===== config.mk =====
export PLATFORM = sky130hd
export DESIGN_NAME = unidade_controle_jogo
export DESIGN_NICKNAME = d
export VERILOG_FILES = /design/src/rtl/unidade_controle_jogo.sv
export SDC_FILE = /design/constraint.sdc
export NUM_CORES = 1
export LEC_CHECK = 0
export CELL_PAD_IN_SITES_DETAIL_PLACEMENT = 0
export CELL_PAD_IN_SITES_GLOBAL_PLACEMENT = 1
export CORE_ASPECT_RATIO = 0.6
export CORE_MARGIN = 10
export CORE_UTILIZATION = 42
export CTS_CLUSTER_SIZE = 12
export DETAILED_ROUTE_END_ITERATION = 12
export GPL_TIMING_DRIVEN = 1
export MAX_ROUTING_LAYER = met4
export PLACE_DENSITY_LB_ADDON = 0.05
export SETUP_SLACK_MARGIN = 0.05
export SYNTH_ARGS = -nofsm -noshare
export SYNTH_HDL_FRONTEND = slang
export SYNTH_SLANG_ARGS = --single-unit

===== constraint.sdc =====
create_clock -name clock -period 6.1 [get_ports clock]
set_clock_uncertainty 0.15 [all_clocks]
set_input_delay 1.22 -clock clock [delete_from_list [all_inputs] [get_ports clock]]
set_output_delay 1.22 -clock clock [all_outputs]
set_load 0.01 [all_outputs]

===== src/rtl/unidade_controle_jogo.sv =====
// Moore control unit for one round of the memory game.
// Sequences the datapath: address counter, jogada register, memory, comparator.
// Waits for each player move, registers it and compares it with the stored value.
// Ends the round in acertou, errou or timeout.
module unidade_controle_jogo #(
  parameter int TIMEOUT = 5000
) (
  input  logic       clock,
  input  logic       reset,
  input  logic       iniciar,
  input  logic       chaves_ativas,
  input  logic       igual,
  input  logic       fim_contagem,
  output logic       zera_contador,
  output logic       conta_contador,
  output logic       zera_registrador,
  output logic       registra,
  output logic       pronto,
  output logic       acertou,
  output logic       errou,
  output logic       timeout,
  output logic [3:0] db_estado
);

  localparam int TW = $clog2(TIMEOUT) + 1;
  localparam logic [TW-1:0] TIMER_LAST = TW'(TIMEOUT - 1);
  localparam logic [TW-1:0] TIMER_ONE  = TW'(1);

  // State codes double as the 7-segment debug value.
  typedef enum logic [3:0] {
    INICIAL       = 4'b0000,
    PREPARACAO    = 4'b0001,
    ESPERA_JOGADA = 4'b0010,
    REGISTRA      = 4'b0100,
    COMPARACAO    = 4'b0101,
    PROXIMO       = 4'b0110,
    FIM_ACERTOU   = 4'b1010,
    FIM_ERROU     = 4'b1110,
    FIM_TIMEOUT   = 4'b1101
  } estado_t;

  estado_t       estado_q, estado_d;
  logic [TW-1:0] timer_q, timer_d;
  logic          chaves_q, chaves_d;
  logic          jogada;

  // A move is a rising edge of chaves_ativas; the edge register tracks the
  // keys every cycle, so keys already held when espera_jogada is entered
  // do not count until they are released and pressed again.
  assign chaves_d = chaves_ativas;
  assign jogada   = chaves_ativas & ~chaves_q;

  // State, timer and edge registers with asynchronous active-low clear.
  always_ff @(posedge clock or negedge reset) begin
    if (!reset) begin
      estado_q <= INICIAL;
      timer_q  <= '0;
      chaves_q <= 1'b0;
    end else begin
      estado_q <= estado_d;
      timer_q  <= timer_d;
      chaves_q <= chaves_d;
    end
  end

  // Next-state and timer logic; a move beats timer expiry in espera_jogada.
  always_comb begin
    estado_d = estado_q;
    timer_d  = timer_q;
    case (estado_q)
      INICIAL: begin
        if (iniciar) estado_d = PREPARACAO;
      end
      PREPARACAO: begin
        timer_d  = '0;
        estado_d = ESPERA_JOGADA;
      end
      ESPERA_JOGADA: begin
        timer_d = timer_q + TIMER_ONE;
        if (jogada) begin
          estado_d = REGISTRA;
        end else if (timer_q == TIMER_LAST) begin
          estado_d = FIM_TIMEOUT;
        end
      end
      REGISTRA: begin
        estado_d = COMPARACAO;
      end
      COMPARACAO: begin
        if (!igual) begin
          estado_d = FIM_ERROU;
        end else if (fim_contagem) begin
          estado_d = FIM_ACERTOU;
        end else begin
          estado_d = PROXIMO;
        end
      end
      PROXIMO: begin
        timer_d  = '0;
        estado_d = ESPERA_JOGADA;
      end
      FIM_ACERTOU, FIM_ERROU, FIM_TIMEOUT: begin
        if (iniciar) estado_d = PREPARACAO;
      end
      default: begin
        estado_d = INICIAL;
      end
    endcase
  end

  // Moore outputs decoded from the state register only.
  always_comb begin
    zera_contador    = 1'b0;
    conta_contador   = 1'b0;
    zera_registrador = 1'b0;
    registra         = 1'b0;
    acertou          = 1'b0;
    errou            = 1'b0;
    timeout          = 1'b0;
    case (estado_q)
      PREPARACAO: begin
        zera_contador    = 1'b1;
        zera_registrador = 1'b1;
      end
      REGISTRA:    registra       = 1'b1;
      PROXIMO:     conta_contador = 1'b1;
      FIM_ACERTOU: acertou        = 1'b1;
      FIM_ERROU:   errou          = 1'b1;
      FIM_TIMEOUT: timeout        = 1'b1;
      default: ;
    endcase
    pronto = acertou | errou | timeout;
  end

  assign db_estado = estado_q;

endmodule


==> metrics.log, run 1 <==
INFO  metric initial_utilization = between 40 and 50%
INFO  metric routed_wl = 2740 µm
INFO  metric grt_first_pass_wirelength = 4690 µm
INFO  metric tritonroute_pass_1_iters = 4
INFO  metric area.growth.synth_to_final = 18.5%
INFO  metric dr_total_vias = ~950
INFO  metric ys_ff_latch = 19
INFO  metric dp.final_hpwl = between 2000 and 2500 µm
INFO  metric setup-violations-final = 0
INFO  metric cpPeakStageDelay = 0.59 ns
INFO  metric worstPathCellList = or2b_1 > nor3b_1 > clkdlybuf4s50_1
INFO  metric worst_hold_path_type = reg2reg
INFO  metric cts_post_setup_buffers_inserted = 0
INFO  metric globalRouteTotalUtil = 11.6%
INFO  metric grt_setup_unrepaired = false
INFO  metric pwr_density_cell = 354 nW/µm²
INFO  metric place_congestion = around 0.81
INFO  metric die_w = 87.0 µm
INFO  metric power.static_leakage = approximately 0.54 nW
INFO  metric crit_path_top_delay_cell = clkdlybuf4s50_1
INFO  metric synthesis.nets = 131
INFO  metric finalHoldViolations = 0
INFO  metric mostFrequentLayoutCells = dfrtp_1, clkdlybuf4s50_1, nor2_1, nand2_1, a21oi_1
INFO  metric timing_worst_setup_path_type = reg2out
INFO  metric clock_sinks = 19
INFO  metric vdd.ir_drop.worst = 0.203 mV
INFO  metric synthCells = about 120
INFO  metric detail_route.iter0.violations = 75
INFO  metric ant_nets = 0
INFO  metric cts-root-to-sink-buffers = 2
INFO  metric cts.repair.resized = 0
INFO  metric grt_start_max_net_pins = 20
INFO  metric layout.cells.most_common = dfrtp_1
INFO  metric htreeDepth = 1
INFO  metric synth_sequential_area_ratio = 42.0%
INFO  metric grt_pass1_vias = between 900 and 1000
INFO  metric coreArea = approximately 2500 µm²
INFO  metric post_synth.cell_area_avg = a little over 9 µm²
INFO  metric boundary_pin_count = 18
INFO  metric tns = 0 ns
INFO  metric start_kind = flop
INFO  metric core.rowCount = 14
INFO  metric ctsHoldBuffers = 0
INFO  metric max_freq = 0.299 GHz
INFO  metric clk_lat_worst_skew = 0.25 ns
INFO  metric timing.critical_path.fanout_max = 11
INFO  metric period_needed = 3.35 ns
INFO  metric antenna_cells = 0
INFO  metric cts_tree = built
INFO  metric antenna_violations_before_repair = 0
INFO  metric route.detailed.drc = 0
INFO  metric port_buffers = 17
INFO  metric final_layout_size_suffix_gt1_share = under 10%
INFO  metric finish.net_count = 146
INFO  metric timing.critical_path.required = 4.73 ns
INFO  metric worst_pin_slew = 0.839 ns
INFO  metric die_area = 5240 µm²
INFO  metric period_utilization_post_route = between 50% and 60%
INFO  metric synthArstFlopShare = 100%
INFO  metric ff2ff_setup_slack = about 3.7 ns
INFO  metric cts_made_buffers = 3
INFO  metric netlist_area = between 1000 and 1500 µm²
INFO  metric final_max_slew_viol_count = 0
INFO  metric average_wire_per_cell_in_the_routed_design = 16.1 µm
INFO  metric postLayoutSetupSlackWorst = 2.75 ns
INFO  metric cp-end-kind = primary output
INFO  metric slew_headroom = 43.9%
INFO  metric die_height = 60.2 µm
INFO  metric synth.distinct_cells = 40
INFO  metric max_cap_violations = 0
INFO  metric clk_pin_slew_worst_paths = 0.07 ns
INFO  metric vias_per_cell = approximately 5.6
INFO  metric cts-root-buf = clkbuf_8
INFO  metric yosysWarnings = 0
INFO  metric result_of_the_run = finished, final reports clean
INFO  metric cp.arrival = 1.98 ns
INFO  metric grt_overflow = 0
INFO  metric dominantRegCellSynth = dfrtp_1
INFO  metric placement.setup.worst_slack = 3.02 ns
INFO  metric synth_edf_count = 0
-- registers in the layout (all words and copies together), names as in the netlist --
name	flops
timer_q	14
chaves_q	1
db_estado	4
-- worst max-delay path, delay by kind of cell, from the launching register on --
kind                   cells  cell delay, ns
flip-flops                 1            0.54
AND/OR/NAND/NOR            2            0.60
buffers and inverters      1            0.59
-- per-layer routing --
layer  global-route usage [%]  up-vias  wire length, µm
met3                     4.21        0              189
met1                     16.7      461             1500
met2                     15.5       22             1050
li1                         -      470                -
met5                        -        -                0
met4                    0.690        0                0
-- cells in the mapped netlist, types with 2 or more instances --
master | count | share of area, %
buf_6 | 2 | 2.0
a21oi_1 | 9 | 4.0
nor2b_1 | 2 | 1.1
clkbuf_1 | 3 | 0.99
nand3_1 | 5 | 2.2
nand2_1 | 10 | 3.3
xnor2_1 | 5 | 3.9
nor2_1 | 13 | 4.3
inv_1 | 4 | 1.3
or4_1 | 2 | 1.3
xor2_1 | 3 | 2.3
or3_1 | 2 | 1.1
o21ai_0 | 3 | 1.3
dfrtp_1 | 19 | 42
or4b_1 | 3 | 2.7
nor3b_1 | 2 | 1.3
nor4_1 | 2 | 1.1
nand4_1 | 3 | 1.7
nor3_1 | 8 | 3.5
nand3b_1 | 3 | 2.0
buf_4 | 2 | 1.3
-- per-stage QoR --
stage,utilization (%),total power [mW],hold slack (ns),instances,area (µm²)
2_1_floorplan,-,0.319,0.373,124,1130
3_5_place_dp,51.0,0.392,0.402,166,1300
6_report,52.8,0.475,0.409,170,1340
5_1_grt,52.8,0.515,0.427,170,1340
3_3_place_gp,51.0,0.387,0.388,166,1300
4_1_cts,52.8,0.481,0.412,170,1340
-- cell families (layout without fill, tap and decap cells) --
logic type,count (synthesis),after routing,synth area share [%]
DFF,19,19,42.0
xor gates and xnor gates,8,8,6.19
and+or+nand+nor,65,65,33.5
adders and majority gates,1,1,1.10
buffers and inverters,12,26,6.08
muxes,1,1,0.994
AOI/OAI and AO/OA,18,18,10.2
-- report_power, final --
part | internal, mW | leakage (nW) | switching [mW]
logic | 0.101 | 0.259 | 0.100
registers | 0.145 | 0.257 | 0.0424
clock network | 0.0464 | 0.0228 | 0.0407
-- final timing paths --
kind,from,endpoint,cells after the start
max,db_estado[2]$_DFFE_PN0P_,conta_contador,3
min,timer_q[1]$_DFFE_PN0P_,timer_q[1]$_DFFE_PN0P_,2
max reg2reg,db_estado[0]$_DFFE_PN0P_,timer_q[13]$_DFFE_PN0P_,4
min reg2reg,timer_q[1]$_DFFE_PN0P_,timer_q[1]$_DFFE_PN0P_,2
max in group asynchronous,reset,timer_q[3]$_DFFE_PN0P_,1
min in group asynchronous,reset,chaves_q$_DFF_PN0_,1
-- final cells by class --
| cell class | instances | area, µm² |
|---|---|---|
| well taps | 32 | 40.0 |
| repair buffers | 18 | 178 |
| clock buffers | 4 | 45.0 |
| fillers | 260 | 1200 |
| inverters | 4 | 15.0 |
| multi-input cells | 93 | 588 |
| flip-flops and latches | 19 | 475 |
(Power assumes the default switching activity.)
==> inputs of run 2 (changes only) <==
- CORE_UTILIZATION: 42 -> 39
- clock period: 6.1 -> 3.3 ns (I/O delays scaled with it)
==> run 2 against run 1 <==
  * First-iteration DRC count is 31% lower
  * Combinational power is 87% higher
  * Total power is 86% higher
  * Clock power is 87% higher
  * Register-to-register slack worse by 2.8 ns
  * Final cell count is 1.8% higher
==> metrics.log, run 2 (synthesis results as in run 1) <==
INFO  metric clock_sinks = 19 (unchanged)
INFO  metric max_cap_violations = 0 (unchanged)
INFO  metric routed_wl = 2720 µm (-0.55%)
INFO  metric cts.repair.resized = 0 (unchanged)
INFO  metric tritonroute_pass_1_iters = 4 (unchanged)
INFO  metric finish.net_count = 147 (+0.68%)
INFO  metric initial_utilization = 40.2% (-4.4 points)
INFO  metric average_wire_per_cell_in_the_routed_design = 15.7 µm (-2.3%)
INFO  metric ctsHoldBuffers = 0 (unchanged)
INFO  metric timing.critical_path.required = 2.49 ns (-2.24 ns)
INFO  metric cts_post_setup_buffers_inserted = 0 (unchanged)
INFO  metric timing.critical_path.fanout_max = 11 (unchanged)
INFO  metric mostFrequentLayoutCells = dfrtp_1, clkdlybuf4s50_1, nor2_1, nand2_1, a21oi_1
INFO  metric period_needed = ~2.8 ns
INFO  metric postLayoutSetupSlackWorst = 0.548 ns (-2.20 ns)
INFO  metric power.static_leakage = 0.544 nW (+0.99%)
INFO  metric final_max_slew_viol_count = 0 (unchanged)
INFO  metric grt_overflow = 0 (unchanged)
INFO  metric cts-root-buf = clkbuf_8
INFO  metric detail_route.iter0.violations = 52 (-31%)
INFO  metric die_w = 89.6 µm (+2.9%)
INFO  metric grt_setup_unrepaired = false
INFO  metric grt_first_pass_wirelength = 4640 µm (-1.0%)
INFO  metric globalRouteTotalUtil = 11.2% (-0.41 points)
INFO  metric dr_wl_met2 = 1060 µm (+0.86%)
INFO  metric die_height = 61.7 µm (+2.5%)
INFO  metric layout.cells.most_common = dfrtp_1
INFO  metric cp-end-kind = primary output
INFO  metric placed_cells_incl_taps = 169 (+1.8%)
INFO  metric port_buffers = 17 (unchanged)
INFO  metric vdd.ir_drop.worst = 0.410 mV (+100%)
INFO  metric met3_wirelength = 146 µm (-23%)
INFO  metric result_of_the_run = finished, final reports clean
INFO  metric wl_met1 = 1500 µm (+0.40%)
INFO  metric tns = 0 ns (unchanged)
INFO  metric clk_lat_worst_skew = 0.25 ns (about the same)
INFO  metric hold-worst-slack = 0.411 ns (+0.00266 ns)
INFO  metric timing_worst_setup_path_type = reg2out
INFO  metric layoutNonFillerInstCount = 173 (+1.8%)
INFO  metric period_utilization_post_route = 83.4%
INFO  metric grt_start_max_net_pins = 20 (unchanged)
INFO  metric core.rowCount = 15 (+1)
INFO  metric start_kind = flop
INFO  metric antenna_cells = 0 (unchanged)
INFO  metric largest_register_ff_count = 14 (unchanged)
INFO  metric die_area = 5530 µm² (+5.5%)
INFO  metric boundary_pin_count = 18 (unchanged)
INFO  metric final_layout_size_suffix_gt1_share = 8.63% (+0.66 points)
INFO  metric worst_hold_path_type = reg2reg
INFO  metric route.detailed.drc = 0 (unchanged)
INFO  metric vias_per_cell = 5.47 (-2.5%)
INFO  metric clk_pin_slew_worst_paths = 0.07 ns (about the same)
INFO  metric largest_register = timer_q
INFO  metric area.growth.synth_to_final = 19.3%
INFO  metric grt_pass1_vias = 883 (-5.0%)
INFO  metric slew_headroom = 42.8% (-1.1 points)
INFO  metric dp.final_hpwl = 2090 µm (+2.7%)
INFO  metric cts_made_buffers = 3 (unchanged)
INFO  metric place_congestion = 0.736 (-9.0%)
INFO  metric ant_nets = 0 (unchanged)
INFO  metric dr_total_vias = 946 (-0.73%)
INFO  metric top_signal_layer_used = met4
INFO  metric htreeDepth = 1 (unchanged)
INFO  metric pwr_density_cell = 654 nW/µm² (+85%)
INFO  metric coreArea = 2820 µm² (+11%)
INFO  metric placement.setup.worst_slack = 0.808 ns (-2.21 ns)
INFO  metric cts_tree = built
INFO  metric worst_pin_slew = 0.856 ns (+0.0170 ns)
INFO  metric cp.arrival = 1.94 ns (-0.04 ns)
INFO  metric antenna_violations_before_repair = 0 (unchanged)
INFO  metric setup-violations-final = 0 (unchanged)
INFO  metric max_freq = around 0.36 GHz
INFO  metric cts-root-to-sink-buffers = 2 (unchanged)
INFO  metric finalHoldViolations = 0 (unchanged)
==> run 2: cell count changes in the layout (fill, tap and decap cells not counted) <==
| cell | previous run | this run |
|---|---|---|
| buf_4 | 1 | 2 |
==> run 2: path summary, 6_finish.rpt <==
path / to / start / cells after the start / slack [ns]
min in group asynchronous: timer_q[12]$_DFFE_PN0P_ / reset / 1 / 0.74
hold reg to reg: timer_q[1]$_DFFE_PN0P_ / timer_q[1]$_DFFE_PN0P_ / 2 / 0.41
setup / recovery: conta_contador / db_estado[2]$_DFFE_PN0P_ / 3 / 0.55
hold / removal: timer_q[1]$_DFFE_PN0P_ / timer_q[1]$_DFFE_PN0P_ / 2 / 0.41
setup reg to reg: timer_q[9]$_DFFE_PN0P_ / db_estado[0]$_DFFE_PN0P_ / 4 / 0.94
max in group asynchronous: timer_q[4]$_DFFE_PN0P_ / reset / 1 / 1.73
==> run 2: routing by layer <==
metal / vias to the layer above / global-route usage, %
met2: 17 / 14.8
met3: 2 / 3.26
met5: - / -
li1: 473 / -
met1: 454 / 16.5
met4: 0 / 1.35
==> run 2: area by class of cell <==
| class | instances | area [µm²] |
|---|---|---|
| timing repair buffer | 19 | 185 |
| sequential | 19 | 475 |
| multi-input combinational | 93 | 588 |
| fill | 284 | 1460 |
| tap | 34 | 42.5 |
| clock buffer | 4 | 45.0 |
| inverter | 4 | 15.0 |
==> run 2: through the flow <==
| step | instance area [µm²] | power [mW] | utilization, % |
|---|---|---|---|
| floorplan | 1130 | 0.591 | - |
| global placement | 1310 | 0.723 | 46.4 |
| detailed placement | 1310 | 0.728 | 46.4 |
| CTS | 1350 | 0.893 | 48.0 |
| global route | 1350 | 0.941 | 48.0 |
| finish | 1350 | 0.884 | 48.0 |
==> run 2: report_power, final <==
group	switching (mW)	internal, mW	total (mW)
registers	0.0785	0.268	0.346
logic	0.184	0.191	0.376
clock network	0.0768	0.0858	0.163
==> run 2: worst max-delay path: stages, from the launching register on <==
cell	delay, ns
dfrtp_1	0.54
or2b_1	0.31
nor3b_1	0.25
clkdlybuf4s50_1	0.59
==> inputs of run 3 (changes only) <==
- CORE_UTILIZATION: 39 -> 36
- clock period: 3.3 -> 2.2 ns (I/O delays scaled with it)
==> run 3 against run 2 <==
  * The run now ends with negative setup slack left
  * Sequential power increased by 32%
  * Wire length increased by 19%
  * Hold slack got worse by 0.049 ns
  * Die area increased by 6.0%
  * Final cell count increased by 22%
  * Via count increased by 16%
  * Highest routed layer unchanged
  * Combinational power increased by 140%
  * Flip-flop and latch count unchanged
==> metrics.log, run 3 (synthesis results as in run 1) <==
INFO  metric result_of_the_run = complete, but fails checks
INFO  metric failed_checks = negative setup slack
INFO  metric die_height = 63.4 µm (+2.8%)
INFO  metric worstPathCellList = or4b_4 > or4_1 > a21o_1 > a211o_1
INFO  metric grt_overflow = 0 (unchanged)
INFO  metric area.growth.synth_to_final = 46.6%
INFO  metric period_utilization_post_route = 101%
INFO  metric slew_headroom = 78.1% (+35 points)
INFO  metric top_signal_layer_used = met4
INFO  metric timing.critical_path.fanout_max = 4 (-7)
INFO  metric grt_start_max_net_pins = 20 (unchanged)
INFO  metric timing.rr.start = timer_q[6]$_DFFE_PN0P_
INFO  metric timing.critical_path.required = 2.18 ns (-0.31 ns)
INFO  metric grt_pass1_vias = 1017 (+15%)
INFO  metric average_wire_per_cell_in_the_routed_design = 15.3 µm (-2.6%)
INFO  metric cpPeakStageDelay = 0.54 ns (-0.05 ns)
INFO  metric coreArea = 2950 µm² (+4.7%)
INFO  metric postLayoutSetupSlackWorst = -0.0248 ns (-0.573 ns)
INFO  metric ant_nets = 0 (unchanged)
INFO  metric dp.final_hpwl = 2400 µm (+14%)
INFO  metric cts-root-buf = clkbuf_8
INFO  metric max_freq = 0.449 GHz
INFO  metric worstReg2RegEnd = db_estado[1]$_DFFE_PN0P_
INFO  metric place_congestion = 0.813 (+11%)
INFO  metric reg2regPathDepth = 4 (unchanged)
INFO  metric final_max_slew_viol_count = 0 (unchanged)
INFO  metric period_needed = 2.22 ns
INFO  metric route.detailed.drc = 0 (unchanged)
INFO  metric port_buffers = 17 (unchanged)
INFO  metric finalInstanceArea = 1660 µm² (+23%)
INFO  metric dr_total_vias = 1102 (+16%)
INFO  metric cts_made_buffers = 3 (unchanged)
INFO  metric dr_wl_met2 = 1370 µm (+29%)
INFO  metric core.rowCount = 15 (unchanged)
INFO  metric cts_tree = built
INFO  metric switching_power = 0.614 mW (+81%)
INFO  metric die_area = 5860 µm² (+6.0%)
INFO  metric cp-end-kind = flop
INFO  metric grt_setup_unrepaired = true
INFO  metric globalRouteTotalUtil = 11.0% (-0.17 points)
INFO  metric power.share.switching = 38.0% (-0.43 points)
INFO  metric layout.cells.most_common = buf_4
INFO  metric power_frac_comb = 56.7% (+14 points)
INFO  metric vdd.ir_drop.worst = 0.504 mV (+23%)
INFO  metric post-layout-total-power = 1.62 mW (+83%)
INFO  metric routed_wl = 3230 µm (+19%)
INFO  metric cp.arrival = 2.21 ns (+0.27 ns)
INFO  metric internal_power = 1.00 mW (+84%)
INFO  metric wl_met1 = 1640 µm (+9.5%)
INFO  metric mostFrequentLayoutCells = buf_4, dfrtp_1, nor2_1, nand2_1, clkdlybuf4s50_1
INFO  metric tritonroute_pass_1_iters = 4 (unchanged)
INFO  metric final_layout_size_suffix_gt1_share = 32.5% (+24 points)
INFO  metric crit_path_top_delay_cell = or4b_4
INFO  metric antenna_violations_before_repair = 0 (unchanged)
INFO  metric power.static_leakage = 0.756 nW (+39%)
INFO  metric pwr_density_cell = 974 nW/µm² (+49%)
INFO  metric finish.net_count = 177 (+20%)
INFO  metric worst_pin_slew = 0.325 ns (-0.531 ns)
INFO  metric ff2ff_setup_slack = -0.02 ns (-0.96 ns)
INFO  metric met3_wirelength = 201 µm (+38%)
INFO  metric grt_first_pass_wirelength = 5130 µm (+10%)
INFO  metric placed_area = 1470 µm² (+12%)
INFO  metric htreeDepth = 1 (unchanged)
INFO  metric largest_register_ff_count = 14 (unchanged)
INFO  metric detail_route.iter0.violations = 59 (+13%)
INFO  metric die_w = 92.4 µm (+3.2%)
INFO  metric worst_hold_path_type = in2async
INFO  metric max_cap_violations = 0 (unchanged)
INFO  metric setup-violations-final = 1 (+1)
INFO  metric finalHoldViolations = 0 (unchanged)
INFO  metric ctsHoldBuffers = 0 (unchanged)
INFO  metric clk_pin_slew_worst_paths = 0.07 ns (about the same)
INFO  metric initial_utilization = 38.4% (-1.8 points)
INFO  metric clock_power_share = 15.1% (-3.3 points)
INFO  metric clock_sinks = 19 (unchanged)
INFO  metric boundary_pin_count = 18 (unchanged)
INFO  metric clk_lat_worst_skew = 0.26 ns (about the same)
INFO  metric power.sequential.fraction = 28.1% (-11 points)
INFO  metric largest_register = timer_q
INFO  metric cts-root-to-sink-buffers = 2 (unchanged)
INFO  metric start_kind = flop
INFO  metric vias_per_cell = 5.22 (-4.5%)
INFO  metric antenna_cells = 0 (unchanged)
INFO  metric timing_worst_setup_path_type = reg2reg
-- run 3: changes by cell type in the layout (fill, tap and decap cells not counted), sizes merged --
cell / change
clkbuf: +2
clkdlybuf4s50: -8
dlygate4sd2: +6
buf: +30
-- run 3: metal layers --
layer  up-vias  global-route usage (%)
li1        534                       -
met1       538                    15.4
met2        28                    14.7
met3         2                    3.78
met4         0                    2.30
met5         -                       -
-- run 3: critical path, delay by kind of cell, from the launching register on --
family / cells / cell delay, ns
flip-flops: 1 / 0.38
AND/OR/NAND/NOR: 2 / 1.05
AO/OA/AOI/OAI: 2 / 0.52
-- run 3: area by class of cell --
| type | instances | area, µm² |
|---|---|---|
| clock buffers | 4 | 45.0 |
| fillers | 277 | 1290 |
| well taps | 42 | 52.6 |
| flip-flops and latches | 19 | 477 |
| inverters | 4 | 15.0 |
| multi-input cells | 93 | 663 |
| repair buffers | 49 | 408 |
-- run 3: timing repair --
action,4_1_cts,5_1_grt
endpoints found under the setup margin,14,15
pin swaps,7,5
gates resized for setup,22,10
buffers inserted,6,4
-- run 3: power groups by stage --
stage / logic, mW / clock network [mW] / registers (mW)
2_1_floorplan: 0.424 / 0 / 0.462
3_3_place_gp: 0.735 / 0 / 0.475
3_5_place_dp: 0.747 / 0 / 0.475
4_1_cts: 0.854 / 0.252 / 0.452
5_1_grt: 0.989 / 0.270 / 0.461
6_report: 0.917 / 0.244 / 0.455
-- run 3: worst max-delay path by stage --
stage,cells after the start,end,start,slack (ns)
floorplan,7,timer_q[9]$_DFFE_PN0P_,db_estado[2]$_DFFE_PN0P_,-0.09
global placement,3,conta_contador,db_estado[3]$_DFFE_PN0P_,-0.02
detailed placement,4,db_estado[1]$_DFFE_PN0P_,timer_q[10]$_DFFE_PN0P_,-0.03
CTS,6,timer_q[9]$_DFFE_PN0P_,db_estado[3]$_DFFE_PN0P_,-0.003
global route,4,db_estado[1]$_DFFE_PN0P_,timer_q[6]$_DFFE_PN0P_,-0.04
finish,4,db_estado[1]$_DFFE_PN0P_,timer_q[6]$_DFFE_PN0P_,-0.02
-- run 3: per-stage QoR --
step	setup TNS [ns]	util, %	hold WS [ns]	instances	setup WS, ns
after global placement	-0.0223	49.8	0.391	197	-0.0223
after floorplan	-0.209	-	-0.00559	124	-0.0906
final	-0.0248	56.3	0.363	211	-0.0248
after global routing	-0.0699	56.3	0.402	211	-0.0371
after detailed placement	-0.0478	49.8	0.400	197	-0.0259
after CTS	-0.00320	54.7	0.367	207	-0.00320
